### src/rtl/uart_word_rx.sv
// UART receiver with tick divider, oversampling FSM and multi-byte word assembler.
// Define UART_PARITY_EN to add a parity bit between the data and stop bits.
module uart_word_rx #(
  parameter int unsigned CLK_DIV        = 32,
  parameter int unsigned OVERSAMPLE     = 16,
  parameter int unsigned D_BIT          = 8,
  parameter int unsigned SB_TICK        = 16,
  parameter int unsigned BYTES_PER_WORD = 4,
  parameter int unsigned PARITY_ODD     = 0,
  parameter int unsigned CNT_W          = 14
) (
  input  logic                            clk_i,
  input  logic                            reset_i,
  input  logic                            rx_data_i,
  input  logic                            word_ready_i,
  output logic                            word_valid_o,
  output logic [D_BIT*BYTES_PER_WORD-1:0] word_data_o,
  output logic                            frame_err_o,
  output logic                            parity_err_o,
  output logic                            overrun_o,
  output logic [CNT_W-1:0]                byte_count_o,
  output logic [CNT_W-1:0]                err_count_o
);

  localparam int unsigned WORD_W   = D_BIT * BYTES_PER_WORD;
  localparam int unsigned DIV_W    = $clog2(CLK_DIV);
  localparam int unsigned S_MAX    = (OVERSAMPLE > SB_TICK) ? OVERSAMPLE : SB_TICK;
  localparam int unsigned S_W      = (S_MAX > 1) ? $clog2(S_MAX) : 1;
  localparam int unsigned N_W      = (D_BIT > 1) ? $clog2(D_BIT) : 1;
  localparam int unsigned IDX_W    = (BYTES_PER_WORD > 1) ? $clog2(BYTES_PER_WORD) : 1;
  localparam int unsigned LAST_IDX = BYTES_PER_WORD - 1;

`ifdef UART_PARITY_EN
  localparam bit PAR_EN = 1'b1;
`else
  localparam bit PAR_EN = 1'b0;
`endif

  typedef enum logic [2:0] {
    ST_IDLE,
    ST_START,
    ST_DATA,
    ST_PARITY,
    ST_STOP,
    ST_WAIT_IDLE
  } state_e;

  logic             rx_meta_q, rx_sync_q;
  logic [DIV_W-1:0] div_q;
  logic             tick_c;

  state_e           state_q, state_d;
  logic [S_W-1:0]   s_q, s_d;
  logic [N_W-1:0]   n_q, n_d;
  logic [D_BIT-1:0] sh_q, sh_d;
  logic [D_BIT:0]   sh_ext_c;
  logic             par_q, par_d;
  logic             par_exp_c;
  logic             done_q, done_d;
  logic             ferr_q, ferr_d;
  logic             perr_q, perr_d;

  logic [WORD_W-1:0] asm_q, word_c, word_data_q;
  logic [IDX_W-1:0]  idx_q;
  logic              word_valid_q, overrun_q, last_c, free_c;
  logic [CNT_W-1:0]  byte_count_q, err_count_q;

  // Two-flop synchroniser; idle level is high so it resets to 1.
  always_ff @(posedge clk_i or posedge reset_i) begin
    if (reset_i) begin
      rx_meta_q <= 1'b1;
      rx_sync_q <= 1'b1;
    end else begin
      rx_meta_q <= rx_data_i;
      rx_sync_q <= rx_meta_q;
    end
  end

  assign tick_c = (div_q == DIV_W'(CLK_DIV - 1));

  always_ff @(posedge clk_i or posedge reset_i) begin
    if (reset_i) div_q <= '0;
    else         div_q <= tick_c ? '0 : div_q + DIV_W'(1);
  end

  assign sh_ext_c  = {rx_sync_q, sh_q};
  assign par_exp_c = (^sh_q) ^ (PARITY_ODD != 0);

  always_ff @(posedge clk_i or posedge reset_i) begin
    if (reset_i) begin
      state_q <= ST_IDLE;
      s_q     <= '0;
      n_q     <= '0;
      sh_q    <= '0;
      par_q   <= 1'b0;
      done_q  <= 1'b0;
      ferr_q  <= 1'b0;
      perr_q  <= 1'b0;
    end else begin
      state_q <= state_d;
      s_q     <= s_d;
      n_q     <= n_d;
      sh_q    <= sh_d;
      par_q   <= par_d;
      done_q  <= done_d;
      ferr_q  <= ferr_d;
      perr_q  <= perr_d;
    end
  end

  always_comb begin
    state_d = state_q;
    s_d     = s_q;
    n_d     = n_q;
    sh_d    = sh_q;
    par_d   = par_q;
    done_d  = 1'b0;
    ferr_d  = 1'b0;
    perr_d  = 1'b0;
    case (state_q)
      ST_IDLE: begin
        if (!rx_sync_q) begin
          state_d = ST_START;
          s_d     = '0;
        end
      end
      ST_START: begin
        if (tick_c) begin
          if (s_q == S_W'(OVERSAMPLE / 2 - 1)) begin
            if (!rx_sync_q) begin
              state_d = ST_DATA;
              s_d     = '0;
              n_d     = '0;
            end else begin
              state_d = ST_IDLE;
            end
          end else begin
            s_d = s_q + S_W'(1);
          end
        end
      end
      ST_DATA: begin
        if (tick_c) begin
          if (s_q == S_W'(OVERSAMPLE - 1)) begin
            sh_d = sh_ext_c[D_BIT:1];
            s_d  = '0;
            if (n_q == N_W'(D_BIT - 1)) state_d = PAR_EN ? ST_PARITY : ST_STOP;
            else                        n_d = n_q + N_W'(1);
          end else begin
            s_d = s_q + S_W'(1);
          end
        end
      end
      ST_PARITY: begin
        if (tick_c) begin
          if (s_q == S_W'(OVERSAMPLE - 1)) begin
            par_d   = rx_sync_q;
            s_d     = '0;
            state_d = ST_STOP;
          end else begin
            s_d = s_q + S_W'(1);
          end
        end
      end
      ST_STOP: begin
        // A low stop bit wins over a parity mismatch so each bad frame counts once.
        if (tick_c) begin
          if (s_q == S_W'(SB_TICK - 1)) begin
            s_d = '0;
            if (rx_sync_q) begin
              if (PAR_EN && (par_q != par_exp_c)) perr_d = 1'b1;
              else                                done_d = 1'b1;
              state_d = ST_IDLE;
            end else begin
              ferr_d  = 1'b1;
              state_d = ST_WAIT_IDLE;
            end
          end else begin
            s_d = s_q + S_W'(1);
          end
        end
      end
      ST_WAIT_IDLE: begin
        if (rx_sync_q) state_d = ST_IDLE;
      end
      default: state_d = ST_IDLE;
    endcase
  end

  // Saturating debug counters, updated alongside the registered pulses.
  always_ff @(posedge clk_i or posedge reset_i) begin
    if (reset_i) begin
      byte_count_q <= '0;
      err_count_q  <= '0;
    end else begin
      if (done_d && !(&byte_count_q))           byte_count_q <= byte_count_q + CNT_W'(1);
      if ((ferr_d || perr_d) && !(&err_count_q)) err_count_q <= err_count_q + CNT_W'(1);
    end
  end

  always_comb begin
    word_c = asm_q;
    word_c[idx_q*D_BIT +: D_BIT] = sh_q;
  end

  assign last_c = (idx_q == IDX_W'(LAST_IDX));
  assign free_c = !word_valid_q || word_ready_i;

  // A word completing while the output is still held is dropped, not queued.
  always_ff @(posedge clk_i or posedge reset_i) begin
    if (reset_i) begin
      asm_q        <= '0;
      idx_q        <= '0;
      word_data_q  <= '0;
      word_valid_q <= 1'b0;
      overrun_q    <= 1'b0;
    end else begin
      if (done_q && last_c && free_c) begin
        word_data_q  <= word_c;
        word_valid_q <= 1'b1;
      end else if (word_valid_q && word_ready_i) begin
        word_valid_q <= 1'b0;
      end
      if (done_q) begin
        if (last_c) begin
          idx_q <= '0;
          if (!free_c) overrun_q <= 1'b1;
        end else begin
          asm_q <= word_c;
          idx_q <= idx_q + IDX_W'(1);
        end
      end
    end
  end

  assign word_valid_o = word_valid_q;
  assign word_data_o  = word_data_q;
  assign frame_err_o  = ferr_q;
  assign parity_err_o = perr_q;
  assign overrun_o    = overrun_q;
  assign byte_count_o = byte_count_q;
  assign err_count_o  = err_count_q;

endmodule

### config.mk
export PLATFORM = sky130hd
export DESIGN_NAME = uart_word_rx
export DESIGN_NICKNAME = d
export VERILOG_FILES = /design/src/rtl/uart_word_rx.sv
export SDC_FILE = /design/constraint.sdc
export NUM_CORES = 1
export LEC_CHECK = 0
export CORE_MARGIN = 10
export CORE_UTILIZATION = 33
export DETAILED_ROUTE_END_ITERATION = 10
export GPL_TIMING_DRIVEN = 0
export PLACE_DENSITY = 0.58
export SETUP_SLACK_MARGIN = 0.05
export SYNTH_ARGS = -nofsm -noshare
export SYNTH_HDL_FRONTEND = slang
export SYNTH_SLANG_ARGS = --single-unit
### constraint.sdc
create_clock -name clk_i -period 7.92 [get_ports clk_i]
set_clock_uncertainty 0.1 [all_clocks]
set_input_delay 0.792 -clock clk_i [delete_from_list [all_inputs] [get_ports clk_i]]
set_output_delay 0.792 -clock clk_i [all_outputs]
set_load 0.01 [all_outputs]
==> qor.csv <==
metric,value,unit
GPL Wtd Cong,0.796,
Post-synth EDFFs,0,
post-detail-place hpwl,9140,um
RSZ-0062 raised after global routing,false,
wire length on met2,6240,um
pre-CTS setup slack,5280,ps
setup tns final,0,ps
PnR Total Power,1.38,mW
die area,22800,sq um
"Arr. time, crit path",2900,ps
Inst Count DP,815,
most frequent cells after synthesis,"dfrtp_1, nand2_1, a21oi_1, o21ai_0, nor2b_1",
vias in the first global route,4354,
CTS resizes,0,
antenna violations before repair,0,
Area after DPL,6620,sq um
layout cells sized above 1,10.4,%
Post-Route WL,13000,um
Layout area overhead,27.1,%
status,"finished, final reports clean",
CTS tree,done,
H-tree depth,4,
final core occ,43.0,%
sequential-to-total area share from yosys stat,54.5,%
Final Worst Setup Slack,5260,ps
Critical Path Source Type,register,
Final Hold Fails,0,
"CTS clk-pin slew, worst paths",60,ps
Post-Syn Nets,545,
Detail Route met3 WL,729,um
drt via density,5.00,
CTS root buffer,clkbuf_16,
worst-path fanout max,9,
via count,4237,
Post-CTS Setup Bufs,0,
Die Wd,151,um
initial drt markers,230,
post-synthesis instance total,528,
endpoint class of the critical path,register,
M1 WL,5880,um
initial core utilization,33.8,%
nets@finish,631,
top cell type's share of synthesized area,53.6,%
Post-route DRC,0,
top post-synthesis cells by area,"dfrtp_1, a22o_1, mux2_2, nor2b_1, nand2_1",
Max VDD drop,0.000143,V
CTS buffer count,17,
syn avg cell area,10.7,sq um
Pleak,3.15,nW
Final Non-Filler Cells,847,
"Slew Viols, Final",0,
post-synth top area cell,dfrtp_1,
Tightest Hold Check Type,reg -> reg,
synthesized area,5650,sq um
fmax,376,MHz
Final Setup Violations,0,
"flops & latches, synth",123,
Tmin final,2660,ps
dominant synthesized flop cell,dfrtp_1,
remaining antenna violation count,0,
Ant. Diodes,0,
Yosys warning count,0,
max_slew headroom,18.3,%
Tcrit/Tclk final,33.6,%
FP Rows,47,
uppermost layer routed,met4,
DIE HEIGHT,151,um
hold_buf cts,0,
Routed wire per std cell,15.4,um
fill count,1616,
# IOs,68,
first-pass GRT wire length,22100,um
final global-route overflow total,0,
Worst Path Required,8160,ps
clock tree buffer depth,2,
Setup Crit Path Kind,reg -> reg,
asr flop ratio synth,100,%
Slew @ Worst Pin,1210,ps
CORE AREA,16700,sq um
PortBufs,66,
first-pass iteration count of the detailed router,4,
PD cells,192,nW/um^2
most frequent cell after synthesis,dfrtp_1,
total track usage,11.9,%
largest net degree at the start of global routing,74,
Max-Cap Viols,0,
distinct cell type count after synthesis,52,
hold slack,254,ps
worst skew pair latency,410,ps
clock sinks,123,
final instance area,7180,sq um
[cells by family after synthesis]
group / synth area share, %
DFF: 54.5
xor gates and xnor gates: 3.57
buffers and inverters: 2.75
and+or+nand+nor: 17.0
muxes: 4.72
AOI/OAI and AO/OA: 14.5
adders and majority gates: 2.88
other: 0.0664
[report_power, final]
group / switching [mW] / internal, mW
clock network: 0.291 / 0.441
logic: 0.0129 / 0.00373
registers: 0.000604 / 0.630
[layout make-up]
class,count,area (sq um),share of cell area [%]
Tap cell,220,275,3.83
Timing Repair Buffer,67,688,9.58
Inverter,12,50.0,0.697
Clock buffer,19,443,6.17
Sequential cell,123,3080,42.9
Buffer,28,110,1.53
Clock inverter,13,121,1.69
Multi-Input combinational cell,365,2410,33.6
[worst max-delay path, stage by stage (launching register included)]
cell and delay (ps):
dfrtp_1 450, inv_1 180, ha_1 410, nor4b_2 740
and2_1 220, clkbuf_1 280, a22o_1 210
[worst paths after layout]
path / to / startpoint / cells after the start / slack (ps)
max in group asynchronous: word_data_o[1] / reset_i / 3 / 6310
min: rx_sync_q / rx_meta_q / 0 / 250
max reg2reg: asm_q[31] / idx_q[0] / 6 / 5260
max: asm_q[31] / idx_q[0] / 6 / 5260
min reg2reg: rx_sync_q / rx_meta_q / 0 / 250
min in group asynchronous: frame_err_o / reset_i / 2 / 690
[layout by cell type (no fill, tap or decap), drive strengths merged, types with 11 or more instances in the layout]
cell           count
mux2              21
o21ai             40
dfrtp            121
nor2              16
nor3              11
ha                13
xor2              20
clkdlybuf4s50     66
nand3             15
inv               13
clkbuf            44
a22o              34
nor2b             35
a21oi             40
nand2             56
[routing by layer]
| metal | up-vias | track usage, % |
|---|---|---|
| li1 | 2059 | - |
| met1 | 2072 | 14.6 |
| met2 | 94 | 19.2 |
| met3 | 12 | 4.42 |
| met4 | 0 | 3.66 |
| met5 | - | 0 |
[registers in the layout, summed over array words and instances, names as in the netlist]
name and cells:
asm_q 32, byte_count_o 14, div_q 5, done_q 1, err_count_o 14, frame_err_o 1
idx_q 2, n_q 3, overrun_o 1, rx_meta_q 1, rx_sync_q 1, s_q 4
sh_q 8, state_q 3, word_data_o 32, word_valid_o 1
No activity file was read; power rests on OpenSTA's default activity.
